## src/rtl/fifo_pkg.sv

```systemverilog
// Shared FIFO helpers: Gray/binary conversion and depth derivation.
// Functions work on a 32-bit container; callers zero-extend narrower pointers.
package fifo_pkg;

    localparam int PTR_CONTAINER_W = 32;

    function automatic int fifo_depth(input int addr_size);
        return 1 << addr_size;
    endfunction

    function automatic logic [PTR_CONTAINER_W-1:0] bin2gray(
        input logic [PTR_CONTAINER_W-1:0] bin
    );
        return bin ^ (bin >> 1);
    endfunction

    // Zero-extended inputs stay correct: leading zeros propagate as zeros.
    function automatic logic [PTR_CONTAINER_W-1:0] gray2bin(
        input logic [PTR_CONTAINER_W-1:0] gray
    );
        logic [PTR_CONTAINER_W-1:0] bin;
        bin[PTR_CONTAINER_W-1] = gray[PTR_CONTAINER_W-1];
        for (int i = PTR_CONTAINER_W-2; i >= 0; i--) begin
            bin[i] = bin[i+1] ^ gray[i];
        end
        return bin;
    endfunction

endpackage

```

## src/rtl/gray2bin_conv.sv

```systemverilog
// Combinational Gray-to-binary converter for a W-bit pointer.
module gray2bin_conv
    import fifo_pkg::*;
#(
    parameter int W = 5
) (
    input  logic [W-1:0] gray,
    output logic [W-1:0] bin
);

    logic [PTR_CONTAINER_W-1:0] bin_wide;

    assign bin_wide = gray2bin(PTR_CONTAINER_W'(gray));
    assign bin      = bin_wide[W-1:0];

endmodule

```

## src/rtl/wr_ptr_full_ctrl.sv

```systemverilog
// Write-side pointer and full/overflow control for an async FIFO.
// Optional occupancy and almost-full outputs are built with WR_ALMOST_FULL_EN.
module wr_ptr_full_ctrl
    import fifo_pkg::*;
#(
    parameter int ADDR_SIZE    = 4,
    parameter int AFULL_THRESH = 2
) (
    input  logic                 wr_clk,
    input  logic                 wr_rstn,
    input  logic                 wr_en,
    input  logic [ADDR_SIZE:0]   wrq2_rptr,
    output logic [ADDR_SIZE-1:0] wr_addr,
    output logic [ADDR_SIZE:0]   wr_ptr,
    output logic                 wr_full,
    output logic                 wr_overflow,
    output logic                 wr_almost_full,
    output logic [ADDR_SIZE:0]   wr_count
);

    localparam int PW    = ADDR_SIZE + 1;
    localparam int DEPTH = fifo_depth(ADDR_SIZE);

    logic                       wr_inc;
    logic [PW-1:0]              wbin;
    logic [PW-1:0]              wbin_next;
    logic [PTR_CONTAINER_W-1:0] wgray_wide;
    logic [PW-1:0]              wgray_next;
    logic [PW-1:0]              full_match;

    assign wr_inc     = wr_en & ~wr_full;
    assign wbin_next  = wbin + {{(PW-1){1'b0}}, wr_inc};
    assign wgray_wide = bin2gray(PTR_CONTAINER_W'(wbin_next));
    assign wgray_next = wgray_wide[PW-1:0];
    assign wr_addr    = wbin[ADDR_SIZE-1:0];

    // Full when the write pointer is exactly one lap ahead of the read pointer.
    assign full_match = {~wrq2_rptr[ADDR_SIZE:ADDR_SIZE-1], wrq2_rptr[ADDR_SIZE-2:0]};

    always_ff @(posedge wr_clk or negedge wr_rstn) begin
        if (!wr_rstn) begin
            wbin        <= '0;
            wr_ptr      <= '0;
            wr_full     <= 1'b0;
            wr_overflow <= 1'b0;
        end else begin
            wbin        <= wbin_next;
            wr_ptr      <= wgray_next;
            wr_full     <= (wgray_next == full_match);
            wr_overflow <= wr_overflow | (wr_en & wr_full);
        end
    end

`ifdef WR_ALMOST_FULL_EN
    logic [PW-1:0] rbin;
    logic [PW-1:0] occ_next;
    logic [PW:0]   free_next;

    gray2bin_conv #(
        .W (PW)
    ) u_rptr_conv (
        .gray (wrq2_rptr),
        .bin  (rbin)
    );

    assign occ_next  = wbin_next - rbin;
    assign free_next = (PW+1)'(DEPTH) - {1'b0, occ_next};

    always_ff @(posedge wr_clk or negedge wr_rstn) begin
        if (!wr_rstn) begin
            wr_count       <= '0;
            wr_almost_full <= 1'b0;
        end else begin
            wr_count       <= occ_next;
            wr_almost_full <= (free_next <= (PW+1)'(AFULL_THRESH));
        end
    end
`else
    assign wr_count       = '0;
    assign wr_almost_full = 1'b0;
`endif

endmodule
```

## config.mk

```make
export PLATFORM = sky130hd
export DESIGN_NAME = wr_ptr_full_ctrl
export DESIGN_NICKNAME = d
export VERILOG_FILES = /design/src/rtl/fifo_pkg.sv /design/src/rtl/gray2bin_conv.sv /design/src/rtl/wr_ptr_full_ctrl.sv
export SDC_FILE = /design/constraint.sdc
export NUM_CORES = 1
export LEC_CHECK = 0
export ABC_AREA = 1
export BUFFER_PORTS_ARGS = -buffer_cell sky130_fd_sc_hd__buf_4
export CAP_MARGIN = 20
export CORE_AREA = 3 3 40 42
export CTS_BUF_LIST = sky130_fd_sc_hd__clkbuf_8
export DETAILED_ROUTE_END_ITERATION = 12
export DIE_AREA = 0 0 43 45
export GPL_TIMING_DRIVEN = 0
export PLACE_DENSITY = 0.79
export SLEW_MARGIN = 15
export SYNTH_ARGS = -nofsm -noshare
export SYNTH_HDL_FRONTEND = slang
export SYNTH_HIERARCHICAL = 1
export SYNTH_SLANG_ARGS = --single-unit
```

## constraint.sdc

```tcl
create_clock -name wr_clk -period 3.6 [get_ports wr_clk]
set_clock_uncertainty 0.1 [all_clocks]
set_input_delay 0.54 -clock wr_clk [delete_from_list [all_inputs] [get_ports wr_clk]]
set_output_delay 0.54 -clock wr_clk [all_outputs]
set_load 0.01 [all_outputs]
```

==> flow_metrics.env, run 1 <==
export IMPL_status="finished, final reports clean"
export IMPL_synth_seq_cells=11
export IMPL_grt_pass1_vias=506
export IMPL_worst_ep_required_time_ps=3670
export IMPL_syn_area_um2=637
export IMPL_fin_nets=120
export IMPL_regArea_um2=275
export IMPL_dr_first_iter_drc_count=6
export IMPL_slew_viol_final=0
export IMPL_core_area_mm2=0.00128
export IMPL_diodes=0
export IMPL_grtUsageTotal_pct=14.9
export IMPL_p_clk_share_pct=14.5
export IMPL_place_gp_congestion=0.726
export IMPL_async_flop_share_pct=100
export IMPL_io_pins=25
export IMPL_nFillCells=106
export IMPL_synth_commonest_cells="nand2_1, dfrtp_1, buf_4, inv_1, nand3_1"
export IMPL_yosys_area_top_type_share_pct=43.2
export IMPL_htreeDepth=1
export IMPL_p_leak_nw=0.498
export IMPL_maxCapViolCount=0
export IMPL_fin_crit_sh_pct=54.2
export IMPL_start_util_pct=49.6
export IMPL_synth_area_leader_cell="dfrtp_1"
export IMPL_post_place_ws_ps=1410
export IMPL_drt_pass1_iter_count=3
export IMPL_p_sw_uw=354
export IMPL_grt_max_degree=12
export IMPL_synth_warnings=6
export IMPL_yosysSeqAreaShare_pct=43.2
export IMPL_layout_setup_ws_ps=1650
export IMPL_cts_tree="built"
export IMPL_antenna_found_initial=0
export IMPL_tns_ps=0
export IMPL_port_buffers=18
export IMPL_hpwl_um=1070
export IMPL_via_count=546
export IMPL_rsz0062_at_grt="no"
export IMPL_peakVddDrop_mv=0.601
export IMPL_die_w_um=43
export IMPL_overflow=0
export IMPL_power_frac_seq_pct=27.5
export IMPL_cts_made_buffers=3
export IMPL_ant_nets=0
export IMPL_setup_viol=0
export IMPL_yosysMostFrequentCell="nand2_1"
export IMPL_cts_resized=0
export IMPL_rows=13
export IMPL_drive_above_1_share_pct=30.3
export IMPL_routed_wl_um=1350
export IMPL_clk_pin_slew_worst_paths_ps=50
export IMPL_p_int_uw=467
export IMPL_multi_input_area_um2=294
export IMPL_fp_dieH_um=45
export IMPL_slowest_stage="ha_1"
export IMPL_wl_per_cell_um=10.9
export IMPL_cts_hold_buffers=0
export IMPL_synth_area_top_cells="dfrtp_1, nand2_1, buf_4"
export IMPL_syn_inst=82
export IMPL_worst_path_most_repeated_cell="nand2_1"
export IMPL_grt_pass1_wl_um=2110
export IMPL_synth_edf_count=0
export IMPL_postCtsSetupBuffers=0
export IMPL_power_density_mw_per_mm2=961
export IMPL_avgSynthCellArea_um2=7.77
export IMPL_critPathMaxStageDelay_ps=430
export IMPL_die_area_mm2=0.00194
export IMPL_syn_to_final_growth_pct=34.2
export IMPL_hp_class="in -> async"
export IMPL_drc_errors=0
export IMPL_path_class="in -> reg"
export IMPL_clockBufferDepth=2
export IMPL_crit_path_start_kind="primary input"
export IMPL_ys_flop_type="dfrtp_1"
export IMPL_cts_root_buffer="clkbuf_8"
export IMPL_crit_chain="buf_4 -> inv_1 -> nor2_1 -> ha_1 -> ha_1 -> xor2_1 -> nand2_1 -> nand2_1 -> nand2_1 -> nor2_2 -> nand2_1 -> nor2_1"
export IMPL_clock_latency_ps=230
export IMPL_share_comb_of_total_power_pct=58.0
export IMPL_critPathMaxFanout=5
export IMPL_clock_sinks=11
export IMPL_hold_violations=0
export IMPL_synth_cell_types=16
export IMPL_fmaxAchievable_mhz=512
export IMPL_end_kind="register"
export IMPL_worst_ep_arrival_time_ps=2020
export IMPL_routed_via_density=4.40
export IMPL_switching_share_pct=43.1
export IMPL_post_route_min_period_ps=1950
## power by group through the flow
stage / clock (mW) / sequential [mW] / combinational, mW
2_1_floorplan: 0 / 0.253 / 0.287
3_3_place_gp: 0 / 0.225 / 0.452
3_5_place_dp: 0 / 0.228 / 0.476
4_1_cts: 0.121 / 0.226 / 0.479
5_1_grt: 0.127 / 0.235 / 0.531
6_report: 0.119 / 0.226 / 0.476
## registers in the layout, indices dropped and copies added, names as in the netlist
register / cells
wr_ptr: 4
wr_full: 1
wbin: 5
wr_overflow: 1
## cell type report
cell class                 count  area share (%)
buffer                         7            6.15
tap                           15            2.20
sequential                    11            32.2
timing repair buffer          18            15.8
clock inverter                 1           0.439
multi-input combinational     60            34.4
inverter                       9            3.95
clock buffer                   3            4.83
## stage by stage
| step | hold slack, ps | area, µm² | cells | total power, mW | util [%] |
|---|---|---|---|---|---|
| final | 30.1 | 855 | 124 | 0.821 | 66.5 |
| after global routing | 38.9 | 855 | 124 | 0.893 | 66.5 |
| after CTS | 33.0 | 855 | 124 | 0.826 | 66.5 |
| after detailed placement | 283 | 810 | 120 | 0.704 | 63.0 |
| after global placement | 280 | 810 | 120 | 0.677 | 63.0 |
| after floorplan | 144 | 656 | 87 | 0.540 | - |
## layout by cell type, fill, tap and decap left out
cell type	instances
inv_2	2
nand4_1	4
nand3_1	5
nor2_1	3
clkbuf_8	3
xnor2_1	2
nand2_2	2
ha_1	2
nand3b_1	1
a21o_1	1
inv_1	8
dfrtp_1	11
xor2_1	2
nand2_1	31
conb_1	6
buf_4	25
nor2_2	1
## layer usage
metal | routed length (µm) | vias to the layer above | part of all wire [%] | GRT usage, %
li1 | - | 293 | - | -
met1 | 523 | 237 | 39 | 15.5
met2 | 746 | 14 | 55 | 28.4
met3 | 66 | 2 | 4.9 | 3.19
met4 | 16 | 0 | 1.2 | 6.63
met5 | 0 | - | 0 | 0
## critical path: cells and delay by family
kind,cells,cell delay [ps]
XOR/XNOR,1,230
adder cells (fa/ha/maj),2,650
buffers and inverters,2,150
AND/OR/NAND/NOR,7,450
## cells by family after synthesis
kind of cell / share of synthesized area [%]
other cells: 0.589
fa+ha+maj: 3.93
xor+xnor: 5.50
flops: 43.2
simple gates: 32.0
compound gates: 1.18
buf+inv: 13.6
## worst paths after layout
check	startpoint	endpoint	slack [ps]	cells after the start
hold reg to reg	wr_overflow$_DFF_PN0_	wr_overflow$_DFF_PN0_	360	1
max in group asynchronous	wr_rstn	wbin[4]$_DFF_PN0_	3220	1
min in group wr_clk	wr_overflow$_DFF_PN0_	wr_overflow$_DFF_PN0_	360	1
setup reg to reg	wr_full$_DFF_PN0_	wr_full$_DFF_PN0_	1670	11
hold / removal	wr_rstn	wr_ptr[3]$_DFF_PN0_	30	1
setup / recovery	wr_en	wr_full$_DFF_PN0_	1650	12
No activity file was read; power rests on OpenSTA's default activity.
==> inputs of run 2 (changes only) <==
- CORE_AREA: 3 3 40 42 -> default
- CORE_MARGIN: default -> 3
- CORE_UTILIZATION: default -> 49
- DIE_AREA: 0 0 43 45 -> default
- PLACE_DENSITY: 0.79 -> 0.8
- clock period: 3.6 -> 1.98 ns (I/O delays scaled with it)
==> flow_metrics.env, run 2 (synthesized netlist as in run 1, its figures left out) <==
export IMPL_status="finished, final reports clean"
export IMPL_rsz0062_at_grt="no"
export IMPL_final_cell_mix="nand2_1, buf_4, dfrtp_1"
export IMPL_regArea_um2=275
export IMPL_worst_ep_arrival_time_ps=1900
export IMPL_via_count=575
export IMPL_cts_tree="built"
export IMPL_slew_viol_final=0
export IMPL_hold_violations=0
export IMPL_io_pins=25
export IMPL_wl_per_cell_um=11.5
export IMPL_die_w_um=42.1
export IMPL_crit_path_start_kind="register"
export IMPL_overflow=0
export IMPL_clockBufferDepth=2
export IMPL_p_clk_share_pct=14.1
export IMPL_post_route_min_period_ps=1820
export IMPL_dr_first_iter_drc_count=21
export IMPL_max_flop_register="wbin"
export IMPL_routed_via_density=4.64
export IMPL_critPathMaxFanout=5
export IMPL_clk_pin_slew_worst_paths_ps=60
export IMPL_tns_ps=0
export IMPL_drt_pass1_iter_count=4
export IMPL_share_comb_of_total_power_pct=59.7
export IMPL_end_kind="register"
export IMPL_cts_root_buffer="clkbuf_8"
export IMPL_layout_setup_ws_ps=158
export IMPL_multi_input_area_um2=324
export IMPL_mostFrequentLayoutCell="nand2_1"
export IMPL_peakVddDrop_mv=0.975
export IMPL_switching_share_pct=42.9
export IMPL_syn_to_final_growth_pct=40.5
export IMPL_cts_made_buffers=3
export IMPL_clock_latency_ps=240
export IMPL_nFillCells=80
export IMPL_p_leak_nw=0.505
export IMPL_fmaxAchievable_mhz=549
export IMPL_fin_nets=121
export IMPL_htreeDepth=1
export IMPL_antenna_found_initial=0
export IMPL_drive_above_1_share_pct=34.5
export IMPL_worst_ep_required_time_ps=2050
export IMPL_rows=12
export IMPL_grtUsageTotal_pct=16.0
export IMPL_hpwl_um=1020
export IMPL_diodes=0
export IMPL_routed_wl_um=1430
export IMPL_p_sw_uw=688
export IMPL_p_int_uw=916
export IMPL_drc_errors=0
export IMPL_power_density_mw_per_mm2=1790
export IMPL_grt_pass1_vias=503
export IMPL_largestRegisters="wbin (5), wr_ptr (4)"
export IMPL_place_gp_congestion=0.700
export IMPL_setup_viol=0
export IMPL_power_frac_seq_pct=26.2
export IMPL_fp_dieH_um=42.1
export IMPL_ant_nets=0
export IMPL_ff2ff_setup_slack_ps=160
export IMPL_die_area_mm2=0.00177
export IMPL_post_place_ws_ps=16.2
export IMPL_start_util_pct=55.1
export IMPL_clock_sinks=11
export IMPL_core_area_mm2=0.00116
export IMPL_largest_reg_flops=5
export IMPL_grt_max_degree=12
export IMPL_grt_pass1_wl_um=2110
export IMPL_port_buffers=18
export IMPL_maxCapViolCount=0
export IMPL_fin_crit_sh_pct=92.0
export IMPL_hp_class="in -> reg"
export IMPL_path_class="reg -> reg"
run 2: per-stage QoR:
stage | hold WS, ps | instances | utilization (%) | cell area, µm² | power [mW]
floorplan | -98.6 | 87 | - | 656 | 0.981
finish | 166 | 124 | 77.4 | 895 | 1.60
detailed placement | 36.5 | 119 | 69.9 | 808 | 1.27
global placement | 34.9 | 119 | 69.9 | 808 | 1.23
global route | 167 | 124 | 77.4 | 895 | 1.74
CTS | 164 | 124 | 74.8 | 865 | 1.50
run 2: final timing paths:
kind	depth (start not counted)	start	end
max	11	wr_full$_DFF_PN0_	wr_full$_DFF_PN0_
min in group asynchronous	2	wr_rstn	wbin[1]$_DFF_PN0_
max in group asynchronous	2	wr_rstn	wbin[2]$_DFF_PN0_
max reg2reg	11	wr_full$_DFF_PN0_	wr_full$_DFF_PN0_
min reg2reg	1	wr_overflow$_DFF_PN0_	wr_overflow$_DFF_PN0_
min	2	wr_en	wr_overflow$_DFF_PN0_
run 2: layout make-up:
cell class	instances	area share, %
clock buffer	3	4.62
multi-input combinational	60	36.2
timing repair buffer	19	16.2
clock inverter	1	0.559
tap	14	1.96
sequential	11	30.8
buffer	7	5.87
inverter	9	3.78
run 2: timing repair:
item,4_1_cts,5_1_grt
gates resized for setup,0,5
endpoints found under the hold margin,11,0
endpoints found under the setup margin,0,1
hold buffers,1,0
setup buffers,0,0
run 2: power by group through the flow:
stage                     registers (mW)  clock network [mW]  logic (mW)
after floorplan                    0.460                   0       0.522
after global placement             0.407                   0       0.824
after detailed placement           0.413                   0       0.856
after CTS                          0.410               0.227       0.866
after global routing               0.433               0.245        1.06
final                              0.420               0.227       0.957
run 2: critical path, stage by stage (launching register included):
cell and delay [ps]:
dfrtp_1 400, nor2_1 130, ha_2 250, ha_4 180, nand3_1 100, nand2_1 90, nand2_2 90, nand2_1 100
nand3_1 90, nand2_1 90, nand2_1 50, nor2_1 80
run 2: routing by layer:
layer / part of all wire [%] / global-route usage, %
met5: 0 / 0
met2: 55 / 26.2
met3: 3.5 / 3.86
met4: 2.2 / 9.32
met1: 39 / 18.8
==> inputs of run 3 (changes only) <==
- CELL_PAD_IN_SITES_DETAIL_PLACEMENT: default -> 1
- CELL_PAD_IN_SITES_GLOBAL_PLACEMENT: default -> 1
- CORE_UTILIZATION: 49 -> 34
- PLACE_DENSITY: 0.8 -> default
- PLACE_DENSITY_LB_ADDON: default -> 0.1
==> flow_metrics.env, run 3 (synthesized netlist as in run 1, its figures left out) <==
export IMPL_hp_class="in -> reg"
export IMPL_grt_max_degree=12
export IMPL_clock_latency_ps=240
export IMPL_fmaxAchievable_mhz=546
export IMPL_fin_crit_sh_pct=92.5
export IMPL_final_cell_mix="nand2_1, buf_4, dfrtp_1"
export IMPL_fin_nets=122
export IMPL_post_route_min_period_ps=1830
export IMPL_setup_viol=0
export IMPL_die_w_um=49.3
export IMPL_cts_tree="built"
export IMPL_largest_reg_flops=5
export IMPL_peakVddDrop_mv=0.740
export IMPL_drc_errors=0
export IMPL_grtUsageTotal_pct=14.3
export IMPL_dr_first_iter_drc_count=3
export IMPL_overflow=0
export IMPL_port_buffers=18
export IMPL_fp_dieH_um=49.3
export IMPL_antenna_found_initial=0
export IMPL_layout_setup_ws_ps=149
export IMPL_io_pins=25
export IMPL_clockBufferDepth=2
export IMPL_hold_violations=0
export IMPL_wl_per_cell_um=12.0
export IMPL_syn_to_final_growth_pct=41.7
export IMPL_clk_pin_slew_worst_paths_ps=50
export IMPL_cts_made_buffers=3
export IMPL_ant_nets=0
export IMPL_clock_sinks=11
export IMPL_path_class="reg -> reg"
export IMPL_post_place_ws_ps=-35.5
export IMPL_status="finished, final reports clean"
export IMPL_power_density_mw_per_mm2=1750
export IMPL_p_leak_nw=0.505
export IMPL_worst_ep_arrival_time_ps=1900
export IMPL_end_kind="register"
export IMPL_critPathMaxFanout=5
export IMPL_dp_cells=130
export IMPL_drt_pass1_iter_count=3
export IMPL_layoutNonFillerInstCount=136
export IMPL_drive_above_1_share_pct=33.3
export IMPL_worst_ep_required_time_ps=2050
export IMPL_cts_root_buffer="clkbuf_8"
export IMPL_slew_viol_final=0
export IMPL_hpwl_um=1270
export IMPL_routed_wl_um=1630
export IMPL_crit_path_start_kind="register"
export IMPL_nFillCells=227
export IMPL_via_count=604
export IMPL_routed_via_density=4.44
export IMPL_core_area_mm2=0.00175
export IMPL_rows=15
export IMPL_maxCapViolCount=0
export IMPL_diodes=0
export IMPL_die_area_mm2=0.00243
export IMPL_htreeDepth=1
export IMPL_largestRegisters="wbin (5), wr_ptr (4)"
export IMPL_place_gp_congestion=0.699
export IMPL_grt_pass1_wl_um=2590
export IMPL_start_util_pct=36.5
export IMPL_grt_pass1_vias=598
export IMPL_mostFrequentLayoutCell="nand2_1"
export IMPL_max_flop_register="wbin"
run 3: changes by cell type in the layout (fill, tap and decap cells not counted):
cell / before / now
buf_4: 25 / 26
nand2_2: 2 / 3
xor2_2: 1 / 0
nand2_1: 31 / 30
inv_1: 7 / 8
xnor2_2: 1 / 0
xor2_1: 1 / 2
xnor2_1: 1 / 2
clkinv_2: 1 / 0
run 3: worst paths after layout:
check / from / to / slack (ps) / depth (start not counted)
worst max-delay path: wr_full$_DFF_PN0_ / wr_full$_DFF_PN0_ / 150 / 11
worst min-delay path: wr_en / wr_overflow$_DFF_PN0_ / 160 / 2
min in group asynchronous: wr_rstn / wbin[1]$_DFF_PN0_ / 330 / 2
max in group asynchronous: wr_rstn / wr_ptr[2]$_DFF_PN0_ / 1300 / 2
worst max register to register: wr_full$_DFF_PN0_ / wr_full$_DFF_PN0_ / 150 / 11
worst min register to register: wr_overflow$_DFF_PN0_ / wr_overflow$_DFF_PN0_ / 350 / 1
run 3: routing by layer:
| layer | share of wire, % | up-vias | global-route usage (%) | wire length (µm) |
|---|---|---|---|---|
| met1 | 41 | 286 | 15.5 | 672 |
| met3 | 3.9 | 5 | 1.83 | 63 |
| met4 | 2.6 | 0 | 9.95 | 43 |
| li1 | - | 299 | - | - |
| met5 | 0 | - | 0 | 0 |
| met2 | 52 | 14 | 25.2 | 853 |
run 3: power breakdown:
group	leakage, nW	switching (mW)	total (mW)	internal, mW
Sequential	0.132	0.0814	0.421	0.339
Clock	0.0269	0.0836	0.220	0.136
Combinational	0.346	0.524	0.942	0.418
run 3: area by class of cell:
class                      count  area, µm²  area share [%]
multi-input combinational     60        312            34.5
sequential                    11        275            30.5
timing repair buffer          20        153            16.9
buffer                         7       52.6            5.83
clock buffer                   3       41.3            4.58
inverter                       9       33.8            3.74
tap                           25       31.3            3.47
clock inverter                 1       3.75           0.416
run 3: worst max-delay path, stage by stage (launching register included):
cell	delay, ps
dfrtp_1	390
nor2_1	130
ha_2	240
ha_4	180
nand3_1	100
nand2_1	90
nand2_2	110
nand2_2	90
nand3_1	90
nand2_1	90
nand2_1	50
nor2_1	90
run 3: per-stage QoR:
stage	util, %	total power, mW	setup TNS (ps)	instance area [µm²]	hold WS, ps
floorplan	-	0.981	0	656	-98.6
global placement	47.1	1.25	0	822	39.3
detailed placement	47.1	1.31	-35.5	822	38.6
CTS	50.3	1.54	0	877	161
global route	51.7	1.71	-19.4	902	159
finish	51.7	1.58	0	902	164
run 3: what timing repair did:
item,CTS,global route
hold endpoints to repair,11,0
setup endpoints to repair,0,1
buffers inserted,0,1
resized for setup,0,4
hold buffers,1,0
